File: config.mk
export PLATFORM = sky130hd
export DESIGN_NAME = bc_horner_flat
export DESIGN_NICKNAME = d
export VERILOG_FILES = /design/src/rtl/bc_horner_if.sv /design/src/rtl/bc_horner.sv /design/src/flat_wrapper.sv
export SDC_FILE = /design/constraint.sdc
export NUM_CORES = 1
export LEC_CHECK = 0
export ABC_CLOCK_PERIOD_IN_PS = 1400
export CORE_AREA = 8 8 45 47
export DETAILED_ROUTE_END_ITERATION = 8
export DIE_AREA = 0 0 53 55
export HOLD_SLACK_MARGIN = 0.08
export MAX_ROUTING_LAYER = met4
export PLACE_DENSITY = 0.48
export SETUP_SLACK_MARGIN = 0.02
export SYNTH_ARGS = -nofsm -noshare
export SYNTH_HDL_FRONTEND = slang
export SYNTH_SLANG_ARGS = --single-unit
File: constraint.sdc
create_clock -name clk -period 1.4 [get_ports clk]
set_input_delay 0.42 -clock clk [delete_from_list [all_inputs] [get_ports clk]]
set_output_delay 0.42 -clock clk [all_outputs]
set_load 0.01 [all_outputs]
File: src/rtl/bc_horner_if.sv
// Host/BO-facing bundle of bc_horner: start/busy/done handshake plus the
// control word that drives the BO datapath (loads, operator, mux selects).
interface bc_horner_if;
    logic       start;
    logic       mode;
    logic       busy;
    logic       done;
    logic       LX;
    logic       LH;
    logic       LS;
    logic       H;
    logic [1:0] M0;
    logic [1:0] M1;
    logic [1:0] M2;

    // Host side: issues requests and observes the control word.
    modport master (
        output start, mode,
        input  busy, done, LX, LH, LS, H, M0, M1, M2
    );

    // Controller side: bc_horner itself.
    modport slave (
        input  start, mode,
        output busy, done, LX, LH, LS, H, M0, M1, M2
    );
endinterface

File: src/rtl/bc_horner.sv
// bc_horner: Moore controller sequencing the BO datapath through Horner's
// rule. mode 0 evaluates A*X^2 + B*X + C, mode 1 evaluates A*X + C.
//
//   state  | meaning
//   -------+---------------------------------------------
//   IDLE   | waiting for start, all controls low
//   LOAD_X | LX: BO captures X
//   MUL_AX | LH <= X * A
//   ADD_B  | LH <= LH + B            (quadratic only)
//   MUL_X  | LH <= LH * X            (quadratic only)
//   ADD_C  | LS <= LH + C
//   DONE   | one-cycle done pulse, RESULT valid
module bc_horner (
    input  logic        clk,
    input  logic        rst,
    bc_horner_if.slave  bus
);

    typedef enum logic [2:0] {
        IDLE   = 3'd0,
        LOAD_X = 3'd1,
        MUL_AX = 3'd2,
        ADD_B  = 3'd3,
        MUL_X  = 3'd4,
        ADD_C  = 3'd5,
        DONE   = 3'd6
    } state_t;

    state_t state;
    state_t state_nx;
    logic   mode_q;

    // State register; mode is captured only on the edge that accepts start.
    always_ff @(posedge clk or negedge rst) begin
        if (!rst) begin
            state  <= IDLE;
            mode_q <= 1'b0;
        end else begin
            state <= state_nx;
            if (state == IDLE && bus.start) begin
                mode_q <= bus.mode;
            end
        end
    end

    // Next-state and state-decoded control word; nothing depends on inputs
    // except the IDLE transition and the mode branch after MUL_AX.
    always_comb begin
        state_nx = IDLE;
        bus.busy = 1'b0;
        bus.done = 1'b0;
        bus.LX   = 1'b0;
        bus.LH   = 1'b0;
        bus.LS   = 1'b0;
        bus.H    = 1'b0;
        bus.M0   = 2'b00;
        bus.M1   = 2'b00;
        bus.M2   = 2'b00;
        case (state)
            IDLE: begin
                state_nx = bus.start ? LOAD_X : IDLE;
            end
            LOAD_X: begin
                bus.busy = 1'b1;
                bus.LX   = 1'b1;
                state_nx = MUL_AX;
            end
            MUL_AX: begin
                bus.busy = 1'b1;
                bus.H    = 1'b1;
                bus.LH   = 1'b1;
                state_nx = mode_q ? ADD_C : ADD_B;
            end
            ADD_B: begin
                bus.busy = 1'b1;
                bus.M0   = 2'b01;
                bus.M2   = 2'b11;
                bus.LH   = 1'b1;
                state_nx = MUL_X;
            end
            MUL_X: begin
                bus.busy = 1'b1;
                bus.M2   = 2'b11;
                bus.M1   = 2'b01;
                bus.H    = 1'b1;
                bus.LH   = 1'b1;
                state_nx = ADD_C;
            end
            ADD_C: begin
                bus.busy = 1'b1;
                bus.M0   = 2'b10;
                bus.M2   = 2'b11;
                bus.LS   = 1'b1;
                state_nx = DONE;
            end
            DONE: begin
                bus.busy = 1'b1;
                bus.done = 1'b1;
                state_nx = IDLE;
            end
            default: begin
                state_nx = IDLE;
            end
        endcase
    end

endmodule

File: src/flat_wrapper.sv
// flat-port wrapper written by rule: the top's interface ports become plain ports
module bc_horner_flat 
  (clk, rst, bus_start, bus_mode, bus_busy, bus_done, bus_LX, bus_LH, bus_LS, bus_H, bus_M0, bus_M1, bus_M2);
  bc_horner_if bus_i ();
  input  logic clk;
  input  logic rst;
  input wire logic [$bits(bus_i.start)-1:0] bus_start;
  input wire logic [$bits(bus_i.mode)-1:0] bus_mode;
  output wire logic [$bits(bus_i.busy)-1:0] bus_busy;
  output wire logic [$bits(bus_i.done)-1:0] bus_done;
  output wire logic [$bits(bus_i.LX)-1:0] bus_LX;
  output wire logic [$bits(bus_i.LH)-1:0] bus_LH;
  output wire logic [$bits(bus_i.LS)-1:0] bus_LS;
  output wire logic [$bits(bus_i.H)-1:0] bus_H;
  output wire logic [$bits(bus_i.M0)-1:0] bus_M0;
  output wire logic [$bits(bus_i.M1)-1:0] bus_M1;
  output wire logic [$bits(bus_i.M2)-1:0] bus_M2;
  assign bus_i.start = bus_start;
  assign bus_i.mode = bus_mode;
  assign bus_busy = bus_i.busy;
  assign bus_done = bus_i.done;
  assign bus_LX = bus_i.LX;
  assign bus_LH = bus_i.LH;
  assign bus_LS = bus_i.LS;
  assign bus_H = bus_i.H;
  assign bus_M0 = bus_i.M0;
  assign bus_M1 = bus_i.M1;
  assign bus_M2 = bus_i.M2;
  bc_horner u_core (.clk(clk), .rst(rst), .bus(bus_i));
endmodule
* Yosys cells after proc, flatten, opt, wreduce, memory -nomap -nowiden *
Index checks and enable logic that the tools add are counted.

storage, ports and cells
  register bits after elaboration = 4
  output and inout bits = 12

operators by class
  muxes and demuxes = 12
  reduce and logical (&&, ||, !) cells = 6
  equal/unequal tests = 6

operators by type and width
  kind                                                 number
  case mux 3 bit (6 select lines)                      1
  equality test 3 bit, second input constant           3
  2-to-1 mux 1 bit                                     8
  equality test 3 x 2 -> 1 bit, second input constant  2
  OR reduction 3 bit                                   2
  OR reduction 6 bit                                   1
  case mux 2 bit (2 select lines)                      1
  equality test 3 x 1 -> 1 bit, second input constant  1
  zero test 3 bit                                      1
  2-to-1 mux 3 bit                                     1
  2-to-1 mux 2 bit                                     1
  OR reduction 2 bit                                   1
  logical AND 1 bit                                    1

* Depth between registers and ports, before layout *
Gate-level depths: netlist (run 1).

  word-level depth = 3
  mapped depth = 4

* Worst setup path before layout (run 1) *
No wires, ideal clock.

  kind = reg-to-output
  from = reg u_core.state[2]
  to = out bus_M2[1]
  path buffers = 1
  arrival = 1,174 ps
  path slack = -194 ps
  cell stages (with the launch flop) = 4
  data required time = 980 ps
  path through = dfrtp_1 -> nand2b_1 -> o21ai_0 -> buf_4

on the way
  cells in the longest elaborated chain, start to end = 3
  elaborated cells on any way between the ends = 5
  classes of those cells = eq/ne (3); mux (1); reduce/logical (1)

RTL lines
  what                                                                        RTL line            RTL
  start, declared                                                             bc_horner.sv:29     state_t state;
  start signal, assigned                                                      bc_horner.sv:39     state <= state_nx;
  equality test 3 x 2 -> 1 bit / equality test 3 bit (equally long branches)  bc_horner.sv:59     case (state)
  OR reduction 3 bit (no line) (*)                                            --
  2-to-1 mux 2 bit (*)                                                        bc_horner.sv:59
  end, declared                                                               flat_wrapper.sv:17  output wire logic [$bits(bus_i.M2)-1:0] bus_M2;

Mark *: on every way between the ends. The rest lies on a longest branch, timed or not.

* Worst setup path after layout (run 1) *
  from = reg u_core.state[1]
  to = out bus_busy

on the way
  cells in the longest elaborated chain, start to end = 3
  elaborated cells on any way between the ends = 8
  classes of those cells = eq/ne (6); mux (1); reduce/logical (1)

RTL lines
  what                                               RTL line           RTL
  equality test 3 bit, or another cell as far along  bc_horner.sv:59
  OR reduction 6 bit (no line) (*)                   --
  2-to-1 mux 1 bit (*)                               bc_horner.sv:59
  end, declared                                      flat_wrapper.sv:9  output wire logic [$bits(bus_i.busy)-1:0] bus_busy;

Marked as above.

==> impl_metrics.py, run 1 <==
metrics = {
    "status": {
        "outcome": "finished, violations left",
        "violations": "setup timing",
    },
    "critical_path": {
        "worstSetupEndpointType": "output port",
        "r2r_cells": 4,
        "critPathKind": "reg -> out",
        "reg2reg_slack_ns": 0.04,
        "path_max_fanout": 5,
        "cp_slowest_cell": "dfrtp_1",
        "path_delay_family": "flip-flops",
        "crit_buf_inv": 1,
        "start_kind": "register",
        "max_stage_delay_ns": 0.40,
        "path_cells": "or3_1 > o21a_1 > buf_2",
        "critPathArrivalTime_ns": 1.23,
        "crit_cells": 3,
        "required_ns": 0.98,
    },
    "global_route": {
        "gr-total-overflow": 0,
        "track_usage_pct": 5.706,
        "grt_pass1_wl_um": 1124,
        "grt_pass1_vias": 271,
        "grt_start_max_net_pins": 9,
        "antenna_found_initial": 0,
    },
    "floorplanning": {
        "io_pins": 16,
        "rows": 14,
        "dieArea_um2": 2915,
        "start_util_pct": 18.81,
        "dieWidth_um": 53,
        "die_h_um": 55,
        "core_area_um2": 1384,
    },
    "cells_and_area": {
        "antenna_cells": 0,
        "drive_gt1_share_pct": 61.54,
        "multiInputGateArea_um2": 173.9,
        "fillers": 152,
        "register_area_um2": 100.1,
        "finish.net_count": 58,
        "syn2layout_area_growth_pct": 87.02,
    },
    "job": {
        "cap_violations": 0,
    },
    "yosys": {
        "synth_area_um2": 260.3,
        "synth_common_cells": "5 x nor2_1, 4 x dfrtp_1, 3 x buf_4, 3 x o21ai_0",
        "synth_top_area_cell": "dfrtp_1",
        "synth_nets": 35,
        "ys_seq_area_share_pct": 38.46,
        "ys_seq_elements": 4,
        "synthArstFlopShare_pct": 100.0,
        "synth_warnings": 0,
        "ys_types": 18,
        "synth_ff_type": "dfrtp_1",
        "synth_cells": 31,
        "synth.most_common_cell": "nor2_1",
        "synth_top_area_share_pct": 38.46,
        "synthTopCellsByArea": "dfrtp_1 38%, buf_4 8.7%, nor2_1 7.2%",
        "post_synth.cell_area_avg_um2": 8.395,
        "synth_edf_count": 0,
    },
    "power": {
        "p_total_mw": 1.265,
        "pwr-share-seq_pct": 17.7,
        "pwr-share-clk_pct": 11.2,
        "internal_power_mw": 0.7341,
        "vdd_ir_drop_max_mv": 0.8967,
        "p_leak_nw": 0.2379,
        "power_frac_comb_pct": 71.0,
        "power.switching_mw": 0.5313,
        "pwr_density_cell_nw_per_um2": 2600,
        "p_sw_share_pct": 41.99,
    },
    "drt": {
        "num_vias": 268,
        "dr.pass1.iters": 3,
        "drt_iter0_markers": 3,
        "drt_wl_total_um": 765,
        "viasPerCell": 3.941,
        "drc": 0,
        "ant_nets": 0,
        "post_drt_wl_per_cell_um": 11.25,
    },
    "clock_network": {
        "cts.path.max_buffers": 2,
        "tritoncts": "yes",
        "clock_sinks": 4,
        "clk_pin_slew_ns": 0.04,
        "cts_hold_buf": 0,
        "clockRootBuffer": "clkbuf_4",
        "ctsHtreeMaxLevel": 1,
        "cts_buffers": 3,
        "clk_latency_ns": 0.23,
    },
    "placed_design": {
        "dp_hpwl_um": 546.7,
        "io_buffers": 14,
        "routabilityCongestion": 0.7445,
    },
    "timing": {
        "setup_viol": 11,
        "setup_slack_ns": -0.2527,
        "period_share_pct": 118.1,
        "setup_tns_ns": -1.706,
        "max_freq_ghz": 0.6051,
        "fin_crit_ns": 1.653,
        "rsz0062_at_grt": "yes",
        "finalHoldViolCount": 0,
        "finClkSkew_ns": 0.0009183,
        "maxSlewViolCount": 0,
        "whs_ns": 0.3806,
    },
    "hold_path": {
        "hold_path_class": "in -> async",
    },
}
==> state kept, by name, indices dropped and copies added (netlist names) <==
signal and flops:
u_core.state 3, u_core.mode_q 1
==> power by group through the flow <==
| stage | Combinational [mW] | Sequential [mW] | Clock, mW |
|---|---|---|---|
| after CTS | 0.809 | 0.222 | 0.150 |
| after floorplan | 0.409 | 0.223 | 0 |
| after global placement | 0.829 | 0.218 | 0 |
| final | 0.899 | 0.224 | 0.142 |
| after detailed placement | 0.824 | 0.216 | 0 |
| after global routing | 0.985 | 0.234 | 0.167 |
==> layout by cell type (no fill, tap or decap), drive strengths merged <==
cell type	count
o21ai	3
a21oi	1
nor3	2
o21a	1
nor2	5
nor4b	1
clkdlybuf4s15	1
nand2b	2
inv	1
dfrtp	4
buf	18
nand2	1
conb	1
or2	1
clkdlybuf4s50	3
nor3b	1
clkbuf	3
o22ai	1
mux2	1
or3	1
==> cell type report <==
class | count | area share, %
Multi-Input combinational cell | 22 | 35.73
Timing Repair Buffer | 22 | 34.19
Sequential cell | 4 | 20.57
Clock buffer | 3 | 4.627
Tap cell | 16 | 4.113
Inverter | 1 | 0.7712
==> metrics by stage <==
step,cell area (um^2),setup slack [ns],cells,util (%)
6_report,486.7,-0.2527,68,35.17
5_1_grt,486.7,-0.3279,68,35.17
4_1_cts,452.9,-0.2605,67,32.73
3_5_place_dp,429.2,-0.4018,61,31.01
3_3_place_gp,429.2,-0.3903,61,31.01
2_1_floorplan,266.5,-0.001184,31,-
==> layer usage <==
layer / wire [um] / global-route usage, % / share of wire [%] / vias up
met4: 0 / 5.172 / 0 / 0
met1: 270 / 4.908 / 35 / 120
li1: - / - / - / 143
met3: 39 / 2.674 / 5.1 / 0
met2: 456 / 9.180 / 60 / 5
met5: 0 / - / 0 / -
==> final timing paths <==
kind,startpoint,to
setup / recovery,u_core.state[1],bus_busy
hold / removal,rst,u_core.state[2]
setup reg to reg,u_core.state[2],u_core.mode_q
hold reg to reg,u_core.mode_q,u_core.mode_q
max in group asynchronous,rst,u_core.mode_q
min in group clk,u_core.mode_q,u_core.mode_q
==> cells by family after synthesis <==
logic type	count (synthesis)	synth area share, %
buffers and inverters	5	12.02
flip-flops	4	38.46
AND/OR/NAND/NOR	14	30.77
multiplexers	1	4.327
other	1	1.441
AO/OA/AOI/OAI	6	12.98
==> repair_timing <==
item / CTS / global route
buffers inserted: 3 / 1
pin swaps: 1 / 1
setup endpoints to repair: 11 / 12
gates resized for setup: 50 / 6
Note: power is estimated with default switching activity, not from simulation.
==> run 2, diff against run 1 <==
--- a/config.mk
+++ b/config.mk
@@ -6,6 +6,7 @@
 export NUM_CORES = 1
 export LEC_CHECK = 0
 export ABC_CLOCK_PERIOD_IN_PS = 1400
+export CAP_MARGIN = 30
 export CORE_AREA = 8 8 45 47
 export DETAILED_ROUTE_END_ITERATION = 8
 export DIE_AREA = 0 0 53 55
==> results of run 2 <==
Same layout as run 1: the final DEF is identical, and so are final timing and power.
==> run 3, diff against run 2 <==
--- a/config.mk
+++ b/config.mk
@@ -8,6 +8,7 @@
 export ABC_CLOCK_PERIOD_IN_PS = 1400
 export CAP_MARGIN = 30
 export CORE_AREA = 8 8 45 47
+export CTS_BUF_LIST = sky130_fd_sc_hd__clkbuf_16
 export DETAILED_ROUTE_END_ITERATION = 8
 export DIE_AREA = 0 0 53 55
 export HOLD_SLACK_MARGIN = 0.08
==> run 3 against run 2 <==
The run still ends with setup timing left; sequential cell count stayed put; sequential power hardly changed; clock power grew to 3.1 times the previous value; sequential share of layout area is 1.6 points lower; critical path type unchanged; largest cell class unchanged.
==> impl_metrics.py, run 3 (synthesis gave the netlist of run 1 again) <==
metrics = {
    "timing": {
        "fin_crit_ns": 1.644,
        "setup_slack_ns": -0.2437,
        "whs_ns": 0.3961,
        "finClkSkew_ns": 0.0002237,
        "setup_tns_ns": -1.574,
        "max_freq_ghz": 0.6084,
        "maxSlewViolCount": 0,
        "rsz0062_at_grt": "yes",
        "setup_viol": 11,
        "finalHoldViolCount": 0,
        "period_share_pct": 117.4,
    },
    "cells_and_area": {
        "drive_gt1_share_pct": 60.78,
        "largest_reg_flops": 3,
        "design_area_um2": 528.0,
        "top_regs": "u_core.state: 3 flops, u_core.mode_q: 1 flops",
        "fillers": 141,
        "regMostFlops": "u_core.state",
        "instances_no_fill": 67,
        "syn2layout_area_growth_pct": 102.9,
        "antenna_cells": 0,
        "final_core_utilization_pct": 38.16,
        "layout_commonest_cell": "buf_2",
        "finish.net_count": 57,
        "mostFrequentLayoutCells": "10 x buf_2, 4 x buf_4, 4 x dfrtp_1",
    },
    "critical_path": {
        "critPathKind": "reg -> out",
        "start_kind": "register",
        "required_ns": 0.98,
        "worstSetupEndpointType": "output port",
        "critPathArrivalTime_ns": 1.22,
        "path_max_fanout": 5,
    },
    "job": {
        "cap_violations": 0,
    },
    "status": {
        "violations": "setup timing",
        "outcome": "finished, violations left",
    },
    "global_route": {
        "antenna_found_initial": 0,
        "gr-total-overflow": 0,
        "grt_pass1_vias": 279,
        "grt_pass1_wl_um": 1131,
        "track_usage_pct": 5.590,
        "grt_start_max_net_pins": 9,
    },
    "drt": {
        "drc": 0,
        "post_drt_wl_per_cell_um": 11.34,
        "drt_iter0_markers": 3,
        "dr.pass1.iters": 2,
        "num_vias": 273,
        "drt_wl_total_um": 760,
        "viasPerCell": 4.075,
        "ant_nets": 0,
    },
    "power": {
        "pwr_density_cell_nw_per_um2": 2899,
        "vdd_ir_drop_max_mv": 1.282,
        "p_leak_nw": 0.2550,
        "p_total_mw": 1.531,
    },
    "floorplanning": {
        "dieWidth_um": 53,
        "core_area_um2": 1384,
        "start_util_pct": 18.81,
        "rows": 14,
        "dieArea_um2": 2915,
        "die_h_um": 55,
        "io_pins": 16,
    },
    "clock_network": {
        "cts_hold_buf": 0,
        "clk_latency_ns": 0.22,
        "clockRootBuffer": "clkbuf_16",
        "cts_buffers": 3,
        "tritoncts": "yes",
        "clock_sinks": 4,
        "cts.path.max_buffers": 2,
        "ctsHtreeMaxLevel": 1,
        "clk_pin_slew_ns": 0.03,
    },
    "hold_path": {
        "hold_path_class": "in -> async",
    },
    "placed_design": {
        "io_buffers": 14,
        "placedCellCount": 61,
        "place_area_um2": 429.2,
        "routabilityCongestion": 0.7445,
        "dp_slack_ns": -0.4018,
        "dp_hpwl_um": 546.7,
    },
}
-- run 3: changes by cell type in the layout (fill, tap and decap cells not counted), sizes merged --
cell | previous run | this run
buf | 18 | 17
-- run 3: area by class of cell --
type,instances,area [um^2],share of cell area (%)
timing repair buffer,21,155.1,29.38
multi-input combinational,22,173.9,32.94
inverter,1,3.754,0.7109
sequential,4,100.1,18.96
clock buffer,3,75.07,14.22
tap,16,20.02,3.791
-- run 3: power by group --
part	total, mW	switching (mW)	internal, mW
sequential	0.225	0.0503	0.175
combinational	0.867	0.427	0.440
clock	0.439	0.0744	0.364
total	1.53	0.552	0.979
-- run 3: path summary, 6_finish.rpt --
check | startpoint | endpoint | slack, ns | depth (start not counted)
worst max-delay path | u_core.state[1] | bus_busy | -0.24 | 3
max in group asynchronous | rst | u_core.state[1] | 0.85 | 1
worst max register to register | u_core.state[1] | u_core.mode_q | 0.12 | 3
worst min-delay path | rst | u_core.state[0] | 0.40 | 1
min in group clk | u_core.mode_q | u_core.mode_q | 0.53 | 1
worst min register to register | u_core.mode_q | u_core.mode_q | 0.53 | 1
-- run 3: critical path, cell delays in order, from the launching register on --
cell and delay (ns):
dfrtp_1 0.40, or3_1 0.36, o21a_1 0.11, buf_2 0.13
-- run 3: per-layer routing --
layer	GRT usage [%]	up-vias	share of wire, %
li1	-	143	-
met1	5.207	125	37
met2	8.984	5	58
met3	1.872	0	5.0
met4	5.172	0	0
met5	-	-	0
-- run 3: what timing repair did --
item,CTS,global route
cloned,0,0
pin swaps,1,0
gates resized for setup,50,5
buffers inserted,2,1
endpoints found under the setup margin,11,12
